`src/rtl/l2spm_port_arbiter_pkg.sv`:
```
// Shared SoC definitions for the L2 scratchpad: address map and request payload.
package ariane_soc;

  localparam logic [63:0] L2SPMBase      = 64'h1C00_0000;
  localparam logic [63:0] L2SPMLength    = 64'h0000_8000;
  localparam int unsigned L2SPMDataWidth = 64;
  localparam int unsigned L2SPMBeWidth   = L2SPMDataWidth / 8;

  // One requester's payload as seen by the scratchpad port.
  typedef struct packed {
    logic [63:0]                 addr;
    logic                        we;
    logic [L2SPMBeWidth-1:0]     be;
    logic [L2SPMDataWidth-1:0]   wdata;
  } mem_req_t;

endpackage

```
`src/rtl/l2spm_port_arbiter_rr.sv`:
```
// Combinational round-robin pick: first requester at or after prio_i wins.
module rr_prio_select #(
  parameter int unsigned N    = 4,
  parameter int unsigned IdxW = $clog2(N)
) (
  input  logic [N-1:0]    req_i,
  input  logic [IdxW-1:0] prio_i,
  output logic [N-1:0]    gnt_o,
  output logic [IdxW-1:0] idx_o,
  output logic            valid_o
);

  // Scan N candidates starting at the priority pointer, wrapping at N.
  always_comb begin
    gnt_o   = '0;
    idx_o   = '0;
    valid_o = 1'b0;
    for (int i = 0; i < int'(N); i++) begin
      int c;
      logic [IdxW-1:0] cidx;
      c = int'(prio_i) + i;
      if (c >= int'(N)) c = c - int'(N);
      cidx = IdxW'(c);
      if (!valid_o && req_i[cidx]) begin
        valid_o     = 1'b1;
        gnt_o[cidx] = 1'b1;
        idx_o       = cidx;
      end
    end
  end

endmodule

```
`src/rtl/l2spm_port_arbiter.sv`:
```
// L2 scratchpad port arbiter: round-robin with short bus locking, address
// checking, and a one-cycle response path in front of a single SRAM macro.
module l2spm_port_arbiter
  import ariane_soc::*;
#(
  parameter int unsigned NumReq       = 4,
  parameter int unsigned DataWidth    = 64,
  parameter logic [63:0] BaseAddr     = L2SPMBase,
  parameter logic [63:0] Length       = L2SPMLength,
  parameter int unsigned MemAddrWidth = $clog2(Length / (DataWidth / 8)),
  parameter int unsigned LockMax      = 16
) (
  input  logic                                 clk_i,
  input  logic                                 rst_ni,
  input  logic [NumReq-1:0]                    req_i,
  input  logic [NumReq-1:0][63:0]              addr_i,
  input  logic [NumReq-1:0]                    we_i,
  input  logic [NumReq-1:0][DataWidth/8-1:0]   be_i,
  input  logic [NumReq-1:0][DataWidth-1:0]     wdata_i,
  input  logic [NumReq-1:0]                    lock_i,
  output logic [NumReq-1:0]                    gnt_o,
  output logic [NumReq-1:0]                    rvalid_o,
  output logic [DataWidth-1:0]                 rdata_o,
  output logic                                 err_o,
  output logic                                 mem_req_o,
  output logic                                 mem_we_o,
  output logic [MemAddrWidth-1:0]              mem_addr_o,
  output logic [DataWidth/8-1:0]               mem_be_o,
  output logic [DataWidth-1:0]                 mem_wdata_o,
  input  logic [DataWidth-1:0]                 mem_rdata_i
);

  localparam int unsigned IdxW     = $clog2(NumReq);
  localparam int unsigned ByteOffW = $clog2(DataWidth / 8);
  localparam int unsigned LockCntW = $clog2(LockMax + 1);

  typedef enum logic {ARB, LOCK} arb_state_e;

  arb_state_e            state_q, state_d;
  logic [IdxW-1:0]       prio_q, prio_d;
  logic [IdxW-1:0]       owner_q, owner_d;
  logic [LockCntW-1:0]   lock_cnt_q, lock_cnt_d;
  logic [NumReq-1:0]     rvalid_q, rvalid_d;
  logic                  err_q, err_d;
  logic                  rd_q, rd_d;

  logic [NumReq-1:0]     rr_gnt;
  logic [IdxW-1:0]       rr_idx;
  logic                  rr_valid;

  logic [NumReq-1:0]     gnt;
  logic                  gnt_any;
  logic [IdxW-1:0]       sel_idx;
  mem_req_t              sel;
  logic [63:0]           off;
  logic                  legal;

  function automatic logic [IdxW-1:0] next_idx(input logic [IdxW-1:0] k);
    if (k == IdxW'(NumReq - 1)) return '0;
    return k + 1'b1;
  endfunction

  rr_prio_select #(
    .N    (NumReq),
    .IdxW (IdxW)
  ) u_rr (
    .req_i   (req_i),
    .prio_i  (prio_q),
    .gnt_o   (rr_gnt),
    .idx_o   (rr_idx),
    .valid_o (rr_valid)
  );

  // Arbitration FSM: round-robin in ARB, owner-only grants while LOCK holds.
  always_comb begin
    state_d    = state_q;
    prio_d     = prio_q;
    owner_d    = owner_q;
    lock_cnt_d = lock_cnt_q;
    gnt        = '0;
    gnt_any    = 1'b0;
    sel_idx    = rr_idx;
    // Reset forces the combinational grant low so the SRAM sees nothing.
    if (rst_ni) begin
      unique case (state_q)
        ARB: begin
          if (rr_valid) begin
            gnt     = rr_gnt;
            gnt_any = 1'b1;
            sel_idx = rr_idx;
            prio_d  = next_idx(rr_idx);
            if (lock_i[rr_idx] && (LockMax > 1)) begin
              state_d    = LOCK;
              owner_d    = rr_idx;
              lock_cnt_d = LockCntW'(1);
            end
          end
        end
        LOCK: begin
          if (req_i[owner_q]) begin
            gnt[owner_q] = 1'b1;
            gnt_any      = 1'b1;
            sel_idx      = owner_q;
            prio_d       = next_idx(owner_q);
            // lock_cnt counts grants already given in this lock, so the
            // grant that brings it to LockMax is the last one.
            if (!lock_i[owner_q] || (lock_cnt_q >= LockCntW'(LockMax - 1))) begin
              state_d    = ARB;
              lock_cnt_d = '0;
            end else begin
              lock_cnt_d = lock_cnt_q + 1'b1;
            end
          end else begin
            state_d    = ARB;
            lock_cnt_d = '0;
          end
        end
        default: begin
          state_d    = ARB;
          lock_cnt_d = '0;
        end
      endcase
    end
  end

  // Payload mux, address check and SRAM drive for the granted requester.
  always_comb begin
    sel.addr  = addr_i[sel_idx];
    sel.we    = we_i[sel_idx];
    sel.be    = be_i[sel_idx];
    sel.wdata = wdata_i[sel_idx];
    // The base is aligned, so offset alignment equals address alignment.
    off   = sel.addr - BaseAddr;
    legal = (sel.addr >= BaseAddr) && (off < Length) &&
            (off[ByteOffW-1:0] == '0);
    mem_req_o   = gnt_any & legal;
    mem_we_o    = mem_req_o & sel.we;
    mem_addr_o  = mem_req_o ? off[ByteOffW +: MemAddrWidth] : '0;
    mem_be_o    = mem_req_o ? sel.be : '0;
    mem_wdata_o = mem_req_o ? sel.wdata : '0;
    rvalid_d    = gnt;
    err_d       = gnt_any & ~legal;
    rd_d        = gnt_any & legal & ~sel.we;
  end

  assign gnt_o    = gnt;
  assign rvalid_o = rvalid_q;
  assign err_o    = err_q;
  // Only a legal read returns SRAM data; writes and errors return zero.
  assign rdata_o  = rd_q ? mem_rdata_i : '0;

  // State and response registers; reset drops any pending response.
  always_ff @(posedge clk_i or negedge rst_ni) begin
    if (!rst_ni) begin
      state_q    <= ARB;
      prio_q     <= '0;
      owner_q    <= '0;
      lock_cnt_q <= '0;
      rvalid_q   <= '0;
      err_q      <= 1'b0;
      rd_q       <= 1'b0;
    end else begin
      state_q    <= state_d;
      prio_q     <= prio_d;
      owner_q    <= owner_d;
      lock_cnt_q <= lock_cnt_d;
      rvalid_q   <= rvalid_d;
      err_q      <= err_d;
      rd_q       <= rd_d;
    end
  end

endmodule

```
`config.mk`:
```
export PLATFORM = sky130hd
export DESIGN_NAME = l2spm_port_arbiter
export DESIGN_NICKNAME = d
export VERILOG_FILES = /design/src/rtl/l2spm_port_arbiter_pkg.sv /design/src/rtl/l2spm_port_arbiter_rr.sv /design/src/rtl/l2spm_port_arbiter.sv
export SDC_FILE = /design/constraint.sdc
export NUM_CORES = 1
export LEC_CHECK = 0
export ABC_AREA = 1
export CELL_PAD_IN_SITES_DETAIL_PLACEMENT = 1
export CELL_PAD_IN_SITES_GLOBAL_PLACEMENT = 1
export CORE_AREA = 2 2 307 309
export DETAILED_ROUTE_END_ITERATION = 8
export DIE_AREA = 0 0 309 311
export PLACE_DENSITY_LB_ADDON = 0.1
export SLEW_MARGIN = 30
export SYNTH_ARGS = -nofsm -noshare
export SYNTH_HDL_FRONTEND = slang
export SYNTH_SLANG_ARGS = --single-unit
```
`constraint.sdc`:
```
create_clock -name clk_i -period 4.2 [get_ports clk_i]
set_input_delay 0.84 -clock clk_i [delete_from_list [all_inputs] [get_ports clk_i]]
set_output_delay 0.84 -clock clk_i [all_outputs]
set_load 0.02 [all_outputs]
```
==> metrics, run 1 <==
Final period util=1.25; share of cells above drive strength 1=0.277; IO Count=~780; fill cell count=roughly 11k; max-cap viol count=0; Iter 0 DRT Violations=550; Total Routing Usage GR=0.158; Synth Warn #=0; top_reg_cell synth=dfrtp_1; CP max FO=9; GRT Residual Overflow=0; Routed Wire Length=79900 um; Clock Sink Count=16; crit path capture type=output port; vias in the first global route=about 16k; startpoint types=input port; launch point of the critical path=req_i[0]; Antenna Violating Nets Remaining=0; critical path's slowest cell=o21bai_1; pin count of the biggest net entering global routing=76; R2R Path Start=prio_q[0]$_DFFE_PN0P_; Worst Hold Slack=between 0.5 and 0.6 ns; Hold Crit Start=lock_cnt_q[1]$_DFFE_PN0P_; Final Wtd Congestion=approximately 0.81; CTS tree=built; CP most frequent cell=nand2_1; nets=3132; Post-Syn Instances=roughly 1.6k; via count=14.4k; DRC errors left=0; Max IR drop VDD=0.730 mV; Tmin final=5.26 ns; Avg Inst Size Synth=~5.2 um^2; FP Rows=~110; Fmax=about 190 MHz; Crit path largest cell delay=0.22 ns; post-synth cell types=50; Clock Latency Late Sink=0.28 ns; RSZ-0062 raised after global routing=yes; failing checks=setup timing; Hold Path Class=register to register; asr flop ratio synth=1.00; hold_buf cts=0; slew margin rel.=0.411; Fin. Hold Viols=0; first-pass GRT wire length=around 110000 um; EDFF count, synth=0; Buffers on Ports=780; Core Region=92800 um^2; leakage power=between 8 and 9 nW; Die Ht=311 um; final setup fails=86; Synthesized Nets=2191; Die W=309 um; Final WS setup=-1.06 ns; status=finished with violations; clk root buf=clkbuf_16; clock buffer count from CTS=3; final worst clock skew=around 0.0038 ns; DIE AREA=between 90000 and 100000 um^2; sequential share of the synthesized area=0.0491; Vias/cell=approximately 3.8; area grow syn2layout=159%; CP arrival=4.42 ns; average wire per standard cell=21.3 um; initial antenna violation count=20; Worst-path clk slew=0.08 ns; CTS Buffer Depth=2; Final Max Tran Viols=0; worst-margin pin slew=0.883 ns; WS Path Type=input port to output port; Final HPWL DP=66800 um; Core Util, Final=0.227; Synth Cell Area=roughly 8100 um^2; post-route setup TNS=-83.52 ns; number of synthesized register bits=16; pwr dens=1030 nW/um^2; H-tree depth=1; CP required=3.36 ns; drt first pass iters=5; Initial Utilization=0.0878
[sequential cells by signal, summed over array words and instances (netlist names)]
name	cells
state_q	1
lock_cnt_q	5
err_o	1
rvalid_o	4
prio_q	2
rd_q	1
owner_q	2
[metrics by stage]
| step | instances | setup WS [ns] | total power [W] | instance area [um^2] |
|---|---|---|---|---|
| floorplan | 1554 | -0.232 | 0.0105 | 8450 |
| CTS | 3733 | -1.13 | 0.0210 | 20300 |
| global placement | 3680 | -2.11 | 0.0178 | 18900 |
| global route | 3756 | -1.30 | 0.0237 | 21100 |
| detailed placement | 3680 | -2.18 | 0.0178 | 18900 |
| finish | 3757 | -1.06 | 0.0216 | 21100 |
[repair_timing]
item | 4_1_cts | 5_1_grt
cloned | 14 | 1
pin swaps | 69 | 26
setup buffers | 35 | 19
setup endpoints to repair | 89 | 87
resized for setup | 588 | 187
[critical path: cells and delay by family]
kind	cells	cell delay, ns
compound gates	1	0.22
buf+inv	8	1.15
simple gates	20	2.16
[per-layer routing]
| metal | vias up | track usage | share of wire |
|---|---|---|---|
| met3 | 66 | 0.0325 | 0.057 |
| met1 | 6839 | 0.176 | 0.39 |
| met5 | - | 0 | 0.0016 |
| met2 | 434 | 0.306 | 0.54 |
| met4 | 20 | 0.0229 | 0.013 |
| li1 | 6995 | - | - |
[area by class of cell]
| cell class | instances | area [um^2] | area share |
|---|---|---|---|
| Antenna cell | 9 | 22.5 | 0.00107 |
| Clock buffer | 4 | 88.8 | 0.00422 |
| Inverter | 139 | 547 | 0.0260 |
| Multi-Input combinational cell | 1294 | 7900 | 0.375 |
| Sequential cell | 16 | 404 | 0.0192 |
| Tap cell | 1254 | 1570 | 0.0745 |
| Timing Repair Buffer | 1041 | 10500 | 0.500 |
[synth_stat cells, types with 2 or more instances]
| master | number | area, um^2 |
|---|---|---|
| a21oi_1 | 16 | 80.1 |
| a22oi_1 | 2 | 15.0 |
| a31oi_1 | 6 | 37.5 |
| and3_1 | 4 | 25.0 |
| buf_1 | 2 | 7.51 |
| buf_2 | 13 | 65.1 |
| buf_4 | 11 | 82.6 |
| buf_6 | 11 | 124 |
| buf_8 | 5 | 75.1 |
| clkbuf_1 | 60 | 225 |
| dfrtp_1 | 16 | 400 |
| dlygate4sd3_1 | 2 | 20.0 |
| ha_1 | 15 | 188 |
| inv_1 | 131 | 492 |
| inv_2 | 7 | 26.3 |
| nand2_1 | 374 | 1400 |
| nand2_2 | 31 | 194 |
| nand2_4 | 6 | 67.6 |
| nand3_1 | 174 | 871 |
| nand3_2 | 8 | 80.1 |
| nand3_4 | 2 | 35.0 |
| nand3b_1 | 8 | 60.1 |
| nand4_1 | 3 | 18.8 |
| nand4_4 | 2 | 42.5 |
| nor2_1 | 380 | 1430 |
| nor2_2 | 12 | 75.1 |
| nor2_4 | 29 | 327 |
| nor4_1 | 13 | 81.3 |
| o21ai_0 | 96 | 480 |
| o21ai_1 | 3 | 15.0 |
| o21bai_1 | 4 | 30.0 |
| o22ai_1 | 4 | 25.0 |
| o32a_1 | 70 | 701 |
| o32a_2 | 14 | 158 |
| or2_2 | 4 | 25.0 |
| xnor2_1 | 2 | 17.5 |
[path summary, 6_finish.rpt]
| kind | depth (start not counted) | to | slack, ns |
|---|---|---|---|
| max | 29 | mem_wdata_o[31] | -1.06 |
| min | 2 | lock_cnt_q[1]$_DFFE_PN0P_ | 0.56 |
| max reg2reg | 28 | rd_q$_DFF_PN0_ | 0.17 |
| min reg2reg | 2 | lock_cnt_q[1]$_DFFE_PN0P_ | 0.56 |
| max in group asynchronous | 2 | rd_q$_DFF_PN0_ | 3.12 |
| min in group asynchronous | 2 | owner_q[0]$_DFFE_PN0P_ | 0.77 |
[power by group]
part | internal, W | total, W | leakage (nW) | switching [W]
sequential | 0.000213 | 0.000262 | 0.203 | 0.0000486
clock | 0.000147 | 0.000268 | 0.0442 | 0.000120
combinational | 0.00871 | 0.0211 | 8.71 | 0.0124
[logic make-up (layout without fill, tap and decap cells)]
| logic type | count (synthesis) | count (layout) | share of synthesized area |
|---|---|---|---|
| fa+ha+maj | 15 | 15 | 0.0230 |
| other cells | 0 | 9 | 0 |
| simple gates | 1051 | 1053 | 0.583 |
| flops | 16 | 16 | 0.0491 |
| buf+inv | 246 | 1184 | 0.143 |
| compound gates | 224 | 224 | 0.200 |
| xor+xnor | 2 | 2 | 0.00215 |
[cells in the final DEF (no fill, tap or decap), types with 5 or more instances in the layout]
cell,netlist,routed
buf_4,11,202
nand2_4,6,34
nand2_8,0,8
nand2_1,374,301
nor2_4,29,97
nor2_1,380,295
diode_2,0,9
inv_2,7,10
buf_6,11,105
a21oi_1,16,13
buf_8,5,6
clkdlybuf4s50_1,0,689
o32a_1,70,70
buf_12,1,23
buf_16,0,13
inv_4,0,5
a31oi_1,6,6
nand2_2,31,70
nand3_2,8,35
nand3b_1,8,8
nor4_1,13,12
ha_1,15,14
nand3_4,2,13
o32a_2,14,14
inv_1,131,122
dfrtp_1,16,13
nor2_2,12,29
nand3_1,174,136
o21ai_0,96,94
(Power assumes the default switching activity.)
==> run 2: changes to the inputs <==
- TNS_END_PERCENT: unset -> 50
==> metrics, run 2 (synthesis results as in run 1) <==
status=finished with violations; failing checks=setup timing; Total Routing Usage GR=0.157 (-0.000437); Final Max Tran Viols=0 (unchanged); CTS Buffer Depth=2 (unchanged); metal3 WL=5080 um (+11%); Fmax=185 MHz (-2.5%); CP arrival=4.56 ns (+0.14 ns); Initial Utilization=0.0878 (unchanged); Buffers on Ports=780 (unchanged); pwr dens=1000 nW/um^2 (-2.1%); Final WS setup=-1.20 ns (-0.136 ns); max FFs per register=5 (unchanged); Max IR drop VDD=0.676 mV (-7.4%); IO Count=781 (unchanged); Worst-path clk slew=0.06 ns (-0.02 ns); vias in the first global route=15.3k (-1.7%); M1 WL=30700 um (-2.1%); final setup fails=87 (+1.2%); worst-margin pin slew=0.915 ns (+0.0321 ns); average wire per standard cell=21.2 um (-0.49%); Routed Wire Length=79600 um (-0.31%); Clock Sink Count=16 (unchanged); startpoint types=input port; RSZ-0062 raised after global routing=yes; Final HPWL DP=67400 um (+0.85%); nets=3132 (unchanged); pin count of the biggest net entering global routing=128 (+68%); Tmin final=5.40 ns (+0.136 ns); Pwr Total=0.0207 W (-4.1%); Core Region=92800 um^2 (unchanged); design area=20600 um^2 (-2.0%); Fin. Hold Viols=0 (unchanged); DRC errors left=0 (unchanged); max-cap viol count=0 (unchanged); H-tree depth=1 (unchanged); Final period util=1.29 (+0.0324); slew margin rel.=0.390 (-0.0214); Die W=309 um (unchanged); Clock Latency Late Sink=0.25 ns (-0.03 ns); Iter 0 DRT Violations=484 (-12%); share of cells above drive strength 1=0.263 (-0.0144); CTS tree=built; Die Ht=311 um (unchanged); area grow syn2layout=153%; Antenna Violating Nets Remaining=0 (unchanged); drt first pass iters=4 (-1); clk root buf=clkbuf_16; crit path capture type=output port; Crit path largest cell delay=0.20 ns (-0.02 ns); commonest non-fill, non-tap cell in the layout=clkdlybuf4s50_1; most frequent cells in the layout=clkdlybuf4s50_1, nor2_1, nand2_1, buf_4, nand3_1; post-route setup TNS=-94.28 ns (-10.76 ns); Biggest register=lock_cnt_q; DR top layer=met5; GRT Residual Overflow=0 (unchanged); DIE AREA=96100 um^2 (unchanged); CP required=3.36 ns (about the same); metal2 WL=42200 um (-1.4%); final worst clock skew=0.00530 ns (+0.00154 ns); initial antenna violation count=29 (+45%); WS Path Type=input port to output port; fill cell count=11.3k (+0.39%); leakage power=8.88 nW (-0.94%); Placement Cell Area=18800 um^2 (-0.28%); first-pass GRT wire length=111000 um (+0.13%); Vias/cell=3.76 (-1.7%); Final Wtd Congestion=0.823 (+1.2%); FP Rows=112 (unchanged); Worst Hold Slack=0.548 ns (-0.00806 ns); via count=14.1k (-1.5%); critical path's slowest cell=o21ai_0; Hold Path Class=register to register; CP max FO=8 (-1); clock buffer count from CTS=3 (unchanged)
## run 2: path summary, 6_finish.rpt
| path | startpoint | to | slack, ns | cells past startpoint |
|---|---|---|---|---|
| worst max-delay path | req_i[1] | mem_wdata_o[50] | -1.20 | 33 |
| worst min-delay path | lock_cnt_q[1]$_DFFE_PN0P_ | lock_cnt_q[1]$_DFFE_PN0P_ | 0.55 | 2 |
| worst max register to register | prio_q[0]$_DFFE_PN0P_ | rd_q$_DFF_PN0_ | -0.10 | 32 |
| worst min register to register | lock_cnt_q[1]$_DFFE_PN0P_ | lock_cnt_q[1]$_DFFE_PN0P_ | 0.55 | 2 |
| max in group asynchronous | rst_ni | prio_q[1]$_DFFE_PN0P_ | 3.14 | 2 |
| min in group asynchronous | rst_ni | rvalid_o[2]$_DFF_PN0_ | 0.81 | 2 |
## run 2: final cells by class
cell class              count  area (um^2)  area share
multi-input cells        1293         7560       0.366
well taps                1254         1570      0.0760
diodes                     16         40.0     0.00194
inverters                 139          539      0.0261
clock buffers               4         88.8     0.00430
flip-flops and latches     16          404      0.0196
repair buffers           1042        10400       0.506
## run 2: where the power goes
part           internal (W)  total [W]  switching, W  leakage (nW)
Sequential         0.000214   0.000268     0.0000548         0.203
Combinational       0.00883     0.0203        0.0114          8.63
Clock              0.000145   0.000211     0.0000663        0.0443
## run 2: metrics by stage
step,util,std cells,worst slack [ns]
2_1_floorplan,-,1554,-0.232
4_1_cts,0.217,3730,-1.26
5_1_grt,0.222,3758,-1.45
6_report,0.223,3764,-1.20
3_5_place_dp,0.203,3678,-2.35
3_3_place_gp,0.203,3678,-2.32
## run 2: routing by layer
layer,up-vias,global-route usage
met5,-,0
li1,6995,-
met2,444,0.305
met4,26,0.0265
met3,78,0.0360
met1,6592,0.173
## run 2: repair_timing
item	CTS	global route
pin swaps	71	68
endpoints found under the setup margin	88	88
gates resized for setup	592	90
hold buffers	0	0
setup buffers	36	21
cloned	12	0
## run 2: critical path: cells and delay by family
| kind | cells | cell delay, ns |
|---|---|---|
| AND/OR/NAND/NOR | 19 | 1.77 |
| AO/OA/AOI/OAI | 1 | 0.20 |
| buffers and inverters | 13 | 1.74 |
